$ cat src/rtl/window_addr_gen.sv
// rtl/window_addr_gen.sv - parametrised KxK sliding-window frame-buffer read address generator
// Walks a frame pixel by pixel and streams column-major window taps, full window per row start, new columns after.
module window_addr_gen #(
    parameter int ROW_W  = 11,
    parameter int COL_W  = 11,
    parameter int K      = 5,
    parameter int ADDR_W = ROW_W + COL_W
) (
    input  logic              clk,
    input  logic              rst,
    input  logic              start,
    input  logic [ROW_W-1:0]  rowMax,
    input  logic [COL_W-1:0]  colMax,
    input  logic              stride,
    input  logic              padMode,
    input  logic              en,
    output logic [ADDR_W-1:0] address,
    output logic              addressValid,
    output logic              tapValid,
    output logic              ready,
    output logic              rowUpdateFlag,
    output logic              colUpdateFlag,
    output logic [ROW_W-1:0]  row,
    output logic [COL_W-1:0]  col,
    output logic              busy,
    output logic              done
);
    localparam int P   = (K - 1) / 2;
    localparam int NP  = -P;
    localparam int ONE = 1;
    localparam int RW  = ROW_W + 2;
    localparam int CW  = COL_W + 2;

    localparam logic signed [RW-1:0] P_R       = P[RW-1:0];
    localparam logic signed [CW-1:0] P_C       = P[CW-1:0];
    localparam logic signed [RW-1:0] ONE_R     = ONE[RW-1:0];
    localparam logic signed [CW-1:0] ONE_C     = ONE[CW-1:0];
    localparam logic [ROW_W:0]       NEG_P_ROW = NP[ROW_W:0];
    localparam logic [COL_W:0]       NEG_P_COL = NP[COL_W:0];

    typedef enum logic [3:0] {
        ST_IDLE   = 4'b0001,
        ST_PRIME  = 4'b0010,
        ST_STEADY = 4'b0100,
        ST_DONE   = 4'b1000
    } state_t;

    state_t state;
    state_t state_next;

    logic [ROW_W-1:0]      row_max_reg;
    logic [COL_W-1:0]      col_max_reg;
    logic                  stride_reg;
    logic                  pad_mode_reg;
    logic signed [ROW_W:0] tap_row;
    logic signed [COL_W:0] tap_col;

    // Two guard bits so window edges and next-pixel sums never wrap before comparison.
    logic signed [RW-1:0] row_w, tap_row_w, row_max_w, row_step;
    logic signed [RW-1:0] row_lo, row_hi, row_next_w, row_next_lo, row_inc, row_top_w;
    logic signed [CW-1:0] col_w, tap_col_w, col_max_w, col_step;
    logic signed [CW-1:0] col_lo, col_hi, col_new_lo, col_next_w, col_inc, col_top_w;

    assign row_w       = {2'b00, row};
    assign tap_row_w   = {tap_row[ROW_W], tap_row};
    assign row_max_w   = {2'b00, row_max_reg};
    assign row_step    = {{(RW-2){1'b0}}, stride_reg, ~stride_reg};
    assign row_lo      = row_w - P_R;
    assign row_hi      = row_w + P_R;
    assign row_next_w  = row_w + row_step;
    assign row_next_lo = row_next_w - P_R;
    assign row_inc     = tap_row_w + ONE_R;
    assign row_top_w   = row_max_w - ONE_R;

    assign col_w       = {2'b00, col};
    assign tap_col_w   = {tap_col[COL_W], tap_col};
    assign col_max_w   = {2'b00, col_max_reg};
    assign col_step    = {{(CW-2){1'b0}}, stride_reg, ~stride_reg};
    assign col_lo      = col_w - P_C;
    assign col_hi      = col_w + P_C;
    assign col_new_lo  = col_hi - col_step + ONE_C;
    assign col_next_w  = col_w + col_step;
    assign col_inc     = tap_col_w + ONE_C;
    assign col_top_w   = col_max_w - ONE_C;

    logic at_row_hi;
    logic last_tap;
    logic first_prime;
    logic first_steady;
    logic col_fits;
    logic row_fits;
    logic consume;
    logic in_frame;

    assign at_row_hi    = (tap_row_w == row_hi);
    assign last_tap     = at_row_hi && (tap_col_w == col_hi);
    assign first_prime  = (tap_row_w == row_lo) && (tap_col_w == col_lo);
    assign first_steady = (tap_row_w == row_lo) && (tap_col_w == col_new_lo);
    assign col_fits     = (col_next_w < col_max_w);
    assign row_fits     = (row_next_w < row_max_w);
    assign consume      = tapValid && en;
    assign in_frame     = !tap_row_w[RW-1] && (tap_row_w < row_max_w) &&
                          !tap_col_w[CW-1] && (tap_col_w < col_max_w);

    logic unused_ok;
    assign unused_ok = ^{row_lo, row_next_w, row_next_lo, row_inc, row_top_w,
                         col_next_w, col_inc, col_top_w};

    // Clamp checks the low side first so an unconfigured (zero) max still yields address 0.
    logic [ROW_W-1:0] tap_row_c;
    logic [COL_W-1:0] tap_col_c;

    always_comb begin
        tap_row_c = '0;
        if (!tap_row_w[RW-1] && (tap_row_w != '0)) begin
            if (tap_row_w >= row_max_w)
                tap_row_c = row_top_w[ROW_W-1:0];
            else
                tap_row_c = tap_row_w[ROW_W-1:0];
        end
    end

    always_comb begin
        tap_col_c = '0;
        if (!tap_col_w[CW-1] && (tap_col_w != '0)) begin
            if (tap_col_w >= col_max_w)
                tap_col_c = col_top_w[COL_W-1:0];
            else
                tap_col_c = tap_col_w[COL_W-1:0];
        end
    end

    assign address = ADDR_W'(tap_row_c) * ADDR_W'(col_max_reg) + ADDR_W'(tap_col_c);

    always_ff @(posedge clk) begin
        if (rst)
            state <= ST_IDLE;
        else
            state <= state_next;
    end

    always_comb begin
        state_next = state;
        case (state)
            ST_IDLE: begin
                if (start)
                    state_next = ST_PRIME;
            end
            ST_PRIME, ST_STEADY: begin
                if (consume && last_tap) begin
                    if (col_fits)
                        state_next = ST_STEADY;
                    else if (row_fits)
                        state_next = ST_PRIME;
                    else
                        state_next = ST_DONE;
                end
            end
            ST_DONE: state_next = ST_IDLE;
            default: state_next = ST_IDLE;
        endcase
    end

    always_comb begin
        tapValid      = 1'b0;
        colUpdateFlag = 1'b0;
        rowUpdateFlag = 1'b0;
        busy          = 1'b0;
        done          = 1'b0;
        case (state)
            ST_PRIME: begin
                tapValid      = 1'b1;
                busy          = 1'b1;
                colUpdateFlag = first_prime;
                rowUpdateFlag = first_prime && (row != '0);
            end
            ST_STEADY: begin
                tapValid      = 1'b1;
                busy          = 1'b1;
                colUpdateFlag = first_steady;
            end
            ST_DONE: begin
                busy = 1'b1;
                done = 1'b1;
            end
            default: ;
        endcase
        ready        = tapValid && last_tap;
        addressValid = tapValid && (pad_mode_reg || in_frame);
    end

    always_ff @(posedge clk) begin
        if (rst) begin
            row_max_reg  <= '0;
            col_max_reg  <= '0;
            stride_reg   <= 1'b0;
            pad_mode_reg <= 1'b0;
            row          <= '0;
            col          <= '0;
            tap_row      <= '0;
            tap_col      <= '0;
        end else begin
            case (state)
                ST_IDLE: begin
                    if (start) begin
                        row_max_reg  <= rowMax;
                        col_max_reg  <= colMax;
                        stride_reg   <= stride;
                        pad_mode_reg <= padMode;
                        row          <= '0;
                        col          <= '0;
                        tap_row      <= NEG_P_ROW;
                        tap_col      <= NEG_P_COL;
                    end
                end
                ST_PRIME, ST_STEADY: begin
                    if (consume) begin
                        if (last_tap) begin
                            if (col_fits) begin
                                // Steady pixels only fetch the stride's worth of new right columns.
                                col     <= col_next_w[COL_W-1:0];
                                tap_row <= row_lo[ROW_W:0];
                                tap_col <= col_inc[COL_W:0];
                            end else if (row_fits) begin
                                row     <= row_next_w[ROW_W-1:0];
                                col     <= '0;
                                tap_row <= row_next_lo[ROW_W:0];
                                tap_col <= NEG_P_COL;
                            end else begin
                                row     <= '0;
                                col     <= '0;
                                tap_row <= '0;
                                tap_col <= '0;
                            end
                        end else if (at_row_hi) begin
                            tap_row <= row_lo[ROW_W:0];
                            tap_col <= col_inc[COL_W:0];
                        end else begin
                            tap_row <= row_inc[ROW_W:0];
                        end
                    end
                end
                default: begin
                    row     <= '0;
                    col     <= '0;
                    tap_row <= '0;
                    tap_col <= '0;
                end
            endcase
        end
    end

endmodule

$ cat config.mk
export PLATFORM = sky130hd
export DESIGN_NAME = window_addr_gen
export DESIGN_NICKNAME = d
export VERILOG_FILES = /design/src/rtl/window_addr_gen.sv
export SDC_FILE = /design/constraint.sdc
export NUM_CORES = 1
export LEC_CHECK = 0
export BUFFER_PORTS_ARGS = -buffer_cell sky130_fd_sc_hd__clkbuf_2
export CORE_ASPECT_RATIO = 1.1
export CORE_UTILIZATION = 55
export CTS_CLUSTER_DIAMETER = 150
export CTS_CLUSTER_SIZE = 12
export DETAILED_ROUTE_END_ITERATION = 16
export PLACE_DENSITY = 0.78
export SLEW_MARGIN = 20
export SYNTH_ARGS = -nofsm -noshare
export SYNTH_HDL_FRONTEND = slang
export SYNTH_SLANG_ARGS = --single-unit
$ cat constraint.sdc
create_clock -name clk -period 13.29 [get_ports clk]
set_input_delay 3.987 -clock clk [delete_from_list [all_inputs] [get_ports clk]]
set_output_delay 3.987 -clock clk [all_outputs]
set_load 0.01 [all_outputs]
==> results of run 1 <==
worst max-delay path, delay by kind of cell, from the launching register on:
kind | cells | cell delay, ns
xor+xnor | 1 | 0.13
flops | 1 | 0.38
simple gates | 5 | 0.38
compound gates | 15 | 3.31
buf+inv | 6 | 0.61
fa+ha+maj | 8 | 3.40
cell families after synthesis:
family                   after synthesis  share of synthesized area (%)
AO/OA/AOI/OAI                        299                          15.66
XOR/XNOR                             149                          10.69
buffers and inverters                275                          8.578
flip-flops                            74                          12.00
adder cells (fa/ha/maj)              225                          28.53
AND/OR/NAND/NOR                      583                          23.64
multiplexers                          11                         0.8923
through the flow:
| step | utilization, % | std cells | hold slack, ns | worst slack [ns] | area, sq um |
|---|---|---|---|---|---|
| after floorplan | - | 1616 | 0.4358 | 1.793 | 12340 |
| after CTS | 59.63 | 1925 | 0.4628 | 0.7862 | 13140 |
| final | 59.67 | 1926 | 0.4597 | 0.7046 | 13150 |
| after global routing | 59.67 | 1926 | 0.5082 | 0.1001 | 13150 |
| after detailed placement | 58.25 | 1909 | 0.4545 | 1.211 | 12840 |
| after global placement | 58.25 | 1909 | 0.4478 | 1.417 | 12840 |
final timing paths:
check                                       to            from
worst min-delay path            row_max_reg[1]  row_max_reg[1]
worst min register to register  row_max_reg[1]  row_max_reg[1]
worst max register to register      tap_col[5]      stride_reg
worst max-delay path               address[21]  row_max_reg[5]
metal layers:
layer | part of all wire [%] | vias up | GRT usage [%]
met5 | 0 | - | 0
met4 | 3.5 | 0 | 11.87
met3 | 7.0 | 105 | 4.511
li1 | - | 5480 | -
met2 | 48 | 468 | 51.14
met1 | 41 | 5469 | 38.50
cell type report:
| class | instances | area [sq um] | area share, % |
|---|---|---|---|
| Tap cell | 295 | 369.1 | 2.807 |
| Sequential cell | 74 | 1481 | 11.27 |
| Timing Repair Buffer | 96 | 525.5 | 3.997 |
| Inverter | 178 | 668.1 | 5.081 |
| Multi-Input combinational cell | 1267 | 9801 | 74.54 |
| Clock inverter | 5 | 61.31 | 0.4663 |
| Clock buffer | 11 | 242.7 | 1.846 |
cells in the mapped netlist, types with 4 or more instances:
cell type and count:
ha_1 131, o21ai_0 58, xor2_1 40, xnor2_1 108, nor2_1 84, nand4_1 21, inv_1 176, o211ai_1 18
clkbuf_1 80, a21o_1 23, dfxtp_1 74, o21a_1 10, nor3_1 49, o221ai_1 4, nor4_1 13, a21oi_1 94
nand3_1 47, and3_1 20, nand4b_1 4, nand2b_1 18, a31oi_1 21, buf_2 12, a211oi_1 11, fa_1 94
nor4b_1 5, nand2_1 210, or2_2 7, o22ai_1 4, and2_1 54, a31o_2 10, or3_1 10, mux2i_1 11
o31a_1 4, nor2b_1 13
==> flow_metrics.py, run 1 <==
metrics = {
    "sta": {
        "skew_ns": 0.01242,
        "final.period_utilization_pct": 94.70,
        "post-route-min-period_ns": 12.59,
        "max_freq_ghz": 0.07946,
        "relSlewSlack_pct": 26.63,
        "rsz0062_at_grt": "false",
        "finalHoldViolCount": 0,
        "setup-violations-final": 0,
        "tns_ns": 0,
        "drv_slew": 0,
        "worst_pin_slew_ns": 1.092,
    },
    "logic_synthesis": {
        "synthArstFlopShare_pct": 0,
        "ys.flop_type": "dfxtp_1",
        "syn-cell-area_sq_um": 12340,
        "synth_seq_cells": 74,
        "yosysWarnings": 0,
        "synth_area_leader_cell": "fa_1",
        "syn-num-nets": 1869,
        "yosysTopAreaCellShare_pct": 15.25,
        "ys_seq_area_share_pct": 12.00,
        "synth.avg_cell_area_sq_um": 7.637,
        "synth_edf_count": 0,
        "netlist_top_cells_area": "fa_1 (15%), ha_1 (13%), dfxtp_1 (12%)",
        "synthCells": 1616,
        "synth_cell_type_count": 88,
    },
    "die": {
        "initial_core_util_pct": 56.00,
        "die_w_um": 144.8,
        "dieHeight_um": 159.1,
        "dieArea_sq_um": 23040,
        "core-area_sq_um": 22040,
        "rows": 57,
        "io_pins": 79,
    },
    "global_routing": {
        "track_usage_pct": 30.31,
        "antenna_found_initial": 0,
        "overflow": 0,
        "grt_max_degree": 48,
        "first_global_vias": 11200,
        "grt_pass1_wl_um": 55370,
    },
    "critical_path": {
        "reg2reg_depth": 18,
        "cp.required_ns": 9.30,
        "cp_common_cell": "fa_1",
        "crit_type": "reg2out",
        "worst-r2r-setup-slack_ns": 8.19,
        "path_max_fanout": 22,
        "endpoint_kind": "primary output",
        "cp_slowest_cell": "fa_1",
        "critPathArrivalTime_ns": 8.60,
        "critPathLaunchType": "flip-flop",
        "cpPeakStageDelay_ns": 0.61,
    },
    "cells_and_area": {
        "layout_common_cells": "nand2_1 (210), inv_1 (176), ha_1 (131)",
        "final_common_cell": "nand2_1",
        "reg.largest.list": "tap_col (12), tap_row (12)",
        "nNetsFinal": 1879,
        "syn_to_final_growth_pct": 6.550,
        "drive_above_1_share_pct": 8.952,
        "fillers": 2033,
        "antenna_cells": 0,
    },
    "place": {
        "numPortBuffers": 78,
        "gp_congestion": 0.9664,
        "dp_hpwl_um": 26560,
    },
    "routing": {
        "drt-initial-drc-count": 967,
        "post-route-drc-count": 0,
        "ant_nets": 0,
        "via_count": 11520,
        "routed_wl_um": 33950,
        "wire_per_inst_um": 17.63,
        "dr.pass1.iters": 5,
        "vias_per_cell": 5.982,
    },
    "worst_hold_path": {
        "min_path_type": "reg2reg",
        "hold_path_depth": 2,
    },
    "flow_run": {
        "maxCapViolations": 0,
    },
    "run_status": {
        "status": "finished, final reports clean",
    },
    "cts": {
        "cts_buffers": 9,
        "htreeDepth": 3,
        "cts-resized-gates": 0,
        "cts_hold_buffers": 0,
        "ctsRootBufferMaster": "clkbuf_16",
        "clock_sinks": 74,
        "clk_latency_ns": 0.37,
        "cts_tree": "built",
        "cts_buffer_depth": 2,
        "path_clk_slew_ns": 0.06,
        "postCtsSetupRepairBufs": 0,
    },
}
Power of run 1 is left out: the tool's default activity adds up to more than one toggle a clock period on the data nets, which glitch-free logic cannot reach.
==> run 2: changes to the inputs <==
--- a/config.mk
+++ b/config.mk
@@ -5,13 +5,14 @@
 export SDC_FILE = /design/constraint.sdc
 export NUM_CORES = 1
 export LEC_CHECK = 0
-export BUFFER_PORTS_ARGS = -buffer_cell sky130_fd_sc_hd__clkbuf_2
 export CORE_ASPECT_RATIO = 1.1
 export CORE_UTILIZATION = 55
 export CTS_CLUSTER_DIAMETER = 150
 export CTS_CLUSTER_SIZE = 12
 export DETAILED_ROUTE_END_ITERATION = 16
-export PLACE_DENSITY = 0.78
+export DONT_BUFFER_PORTS = 1
+export PLACE_DENSITY = 0.75
+export RECOVER_POWER = 100
 export SLEW_MARGIN = 20
 export SYNTH_ARGS = -nofsm -noshare
 export SYNTH_HDL_FRONTEND = slang
==> run 2 against run 1 <==
  * Sequential share of layout area increased by 0.36 points
  * Cell area decreased by 3.1%
  * Register-to-register slack lost 0.60 ns
  * Sequential cell count is the same
  * Global-route usage rose by 0.23 points
  * First-iteration DRC count down 4.0%
  * Utilization fell by 1.8 points
  * Via count down 2.0%
==> flow_metrics.py, run 2 (synthesized netlist as in run 1, its figures left out) <==
metrics = {
    "flow_run": {
        "maxCapViolations": 0,
    },
    "die": {
        "core-area_sq_um": 22040,
        "die_w_um": 144.8,
        "initial_core_util_pct": 56.00,
        "io_pins": 79,
        "dieHeight_um": 159.1,
        "dieArea_sq_um": 23040,
        "rows": 57,
    },
    "cts": {
        "clk_latency_ns": 0.35,
        "cts_tree": "built",
        "cts-resized-gates": 0,
        "ctsRootBufferMaster": "clkbuf_16",
        "clock_sinks": 74,
        "path_clk_slew_ns": 0.06,
        "cts_hold_buffers": 0,
        "postCtsSetupRepairBufs": 0,
        "cts_buffers": 9,
        "cts_buffer_depth": 2,
        "htreeDepth": 3,
    },
    "global_routing": {
        "grt_max_degree": 48,
        "gr-usage-met3_pct": 3.910,
        "top_usage_layer": "met2",
        "first_global_vias": 11130,
        "track_usage_pct": 30.54,
        "grtUsageMet1_pct": 38.86,
        "antenna_found_initial": 0,
        "overflow": 0,
        "grt_pass1_wl_um": 55860,
        "use_met2_pct": 51.84,
    },
    "run_status": {
        "status": "finished, final reports clean",
    },
    "critical_path": {
        "cp_slowest_cell": "fa_1",
        "endpoint_kind": "primary output",
        "crit_type": "reg2out",
        "path_max_fanout": 22,
        "cp.required_ns": 9.30,
        "cpPeakStageDelay_ns": 0.55,
        "cp_common_cell": "fa_1",
        "critPathArrivalTime_ns": 8.51,
        "critPathLaunchType": "flip-flop",
    },
    "sta": {
        "worst_pin_slew_ns": 1.391,
        "relSlewSlack_pct": 7.229,
        "finalHoldViolCount": 0,
        "max_freq_ghz": 0.08004,
        "tns_ns": 0,
        "rsz0062_at_grt": "false",
        "setup-violations-final": 0,
        "skew_ns": 0.006649,
        "final.period_utilization_pct": 94.01,
        "post-route-min-period_ns": 12.49,
        "drv_slew": 0,
    },
    "routing": {
        "drt-initial-drc-count": 928,
        "vias_per_cell": 6.106,
        "via_count": 11300,
        "routed_wl_um": 34000,
        "wire_per_inst_um": 18.38,
        "dr.pass1.iters": 6,
        "post-route-drc-count": 0,
        "ant_nets": 0,
    },
    "place": {
        "dp_hpwl_um": 26490,
        "gp_congestion": 0.9863,
        "numPortBuffers": 0,
    },
    "cells_and_area": {
        "final_util_pct": 57.84,
        "syn_to_final_growth_pct": 3.285,
        "layout_common_cells": "nand2_1 (210), inv_1 (176), ha_1 (131)",
        "final_common_cell": "nand2_1",
        "drive_above_1_share_pct": 3.987,
        "fillers": 2068,
        "antenna_cells": 0,
        "reg.largest.list": "tap_col (12), tap_row (12)",
        "nNetsFinal": 1803,
    },
    "worst_hold_path": {
        "min_path_type": "reg2reg",
    },
}
[run 2: cell types whose count changed in the layout (fill, tap and decap cells not counted), moves of 2 or more]
cell      before  now
clkbuf_2      78    0
and2_1        54   52
and2_0         1    3
clkbuf_1       1    4
[run 2: cell type report]
cell class / instances / area [sq um] / share of cell area [%]
multi-input combinational: 1267 / 9783 / 76.75
sequential: 74 / 1481 / 11.62
tap: 295 / 369.1 / 2.896
timing repair buffer: 20 / 138.9 / 1.090
clock inverter: 5 / 62.56 / 0.4908
inverter: 178 / 668.1 / 5.242
clock buffer: 11 / 242.7 / 1.904
[run 2: routing by layer]
layer	share of wire [%]	vias up
met2	49	415
li1	-	5322
met3	6.8	94
met4	3.8	0
met1	41	5465
met5	0	-
[run 2: critical path, delay by kind of cell, from the launching register on]
family | cells | cell delay, ns
fa+ha+maj | 8 | 3.47
compound gates | 15 | 3.28
buf+inv | 5 | 0.48
flops | 1 | 0.38
simple gates | 5 | 0.37
xor+xnor | 1 | 0.19
[run 2: path summary, 6_finish.rpt]
path | end | startpoint | cells after the start | slack [ns]
max reg2reg | tap_col[9] | stride_reg | 17 | 7.59
min reg2reg | row_max_reg[1] | row_max_reg[1] | 2 | 0.45
max | address[21] | row_max_reg[5] | 34 | 0.80
min | row_max_reg[1] | row_max_reg[1] | 2 | 0.45
[run 2: stage by stage]
step / cell area [sq um] / hold slack, ns / instances / worst slack (ns)
global placement: 12470 / 0.4432 / 1834 / 1.466
global route: 12750 / 0.4714 / 1850 / 0.1020
floorplan: 12340 / 0.4358 / 1616 / 1.793
detailed placement: 12470 / 0.4435 / 1834 / 1.218
finish: 12750 / 0.4537 / 1850 / 0.7955
CTS: 12770 / 0.4520 / 1850 / 0.8175
Power of run 2 is left out for the same reason.
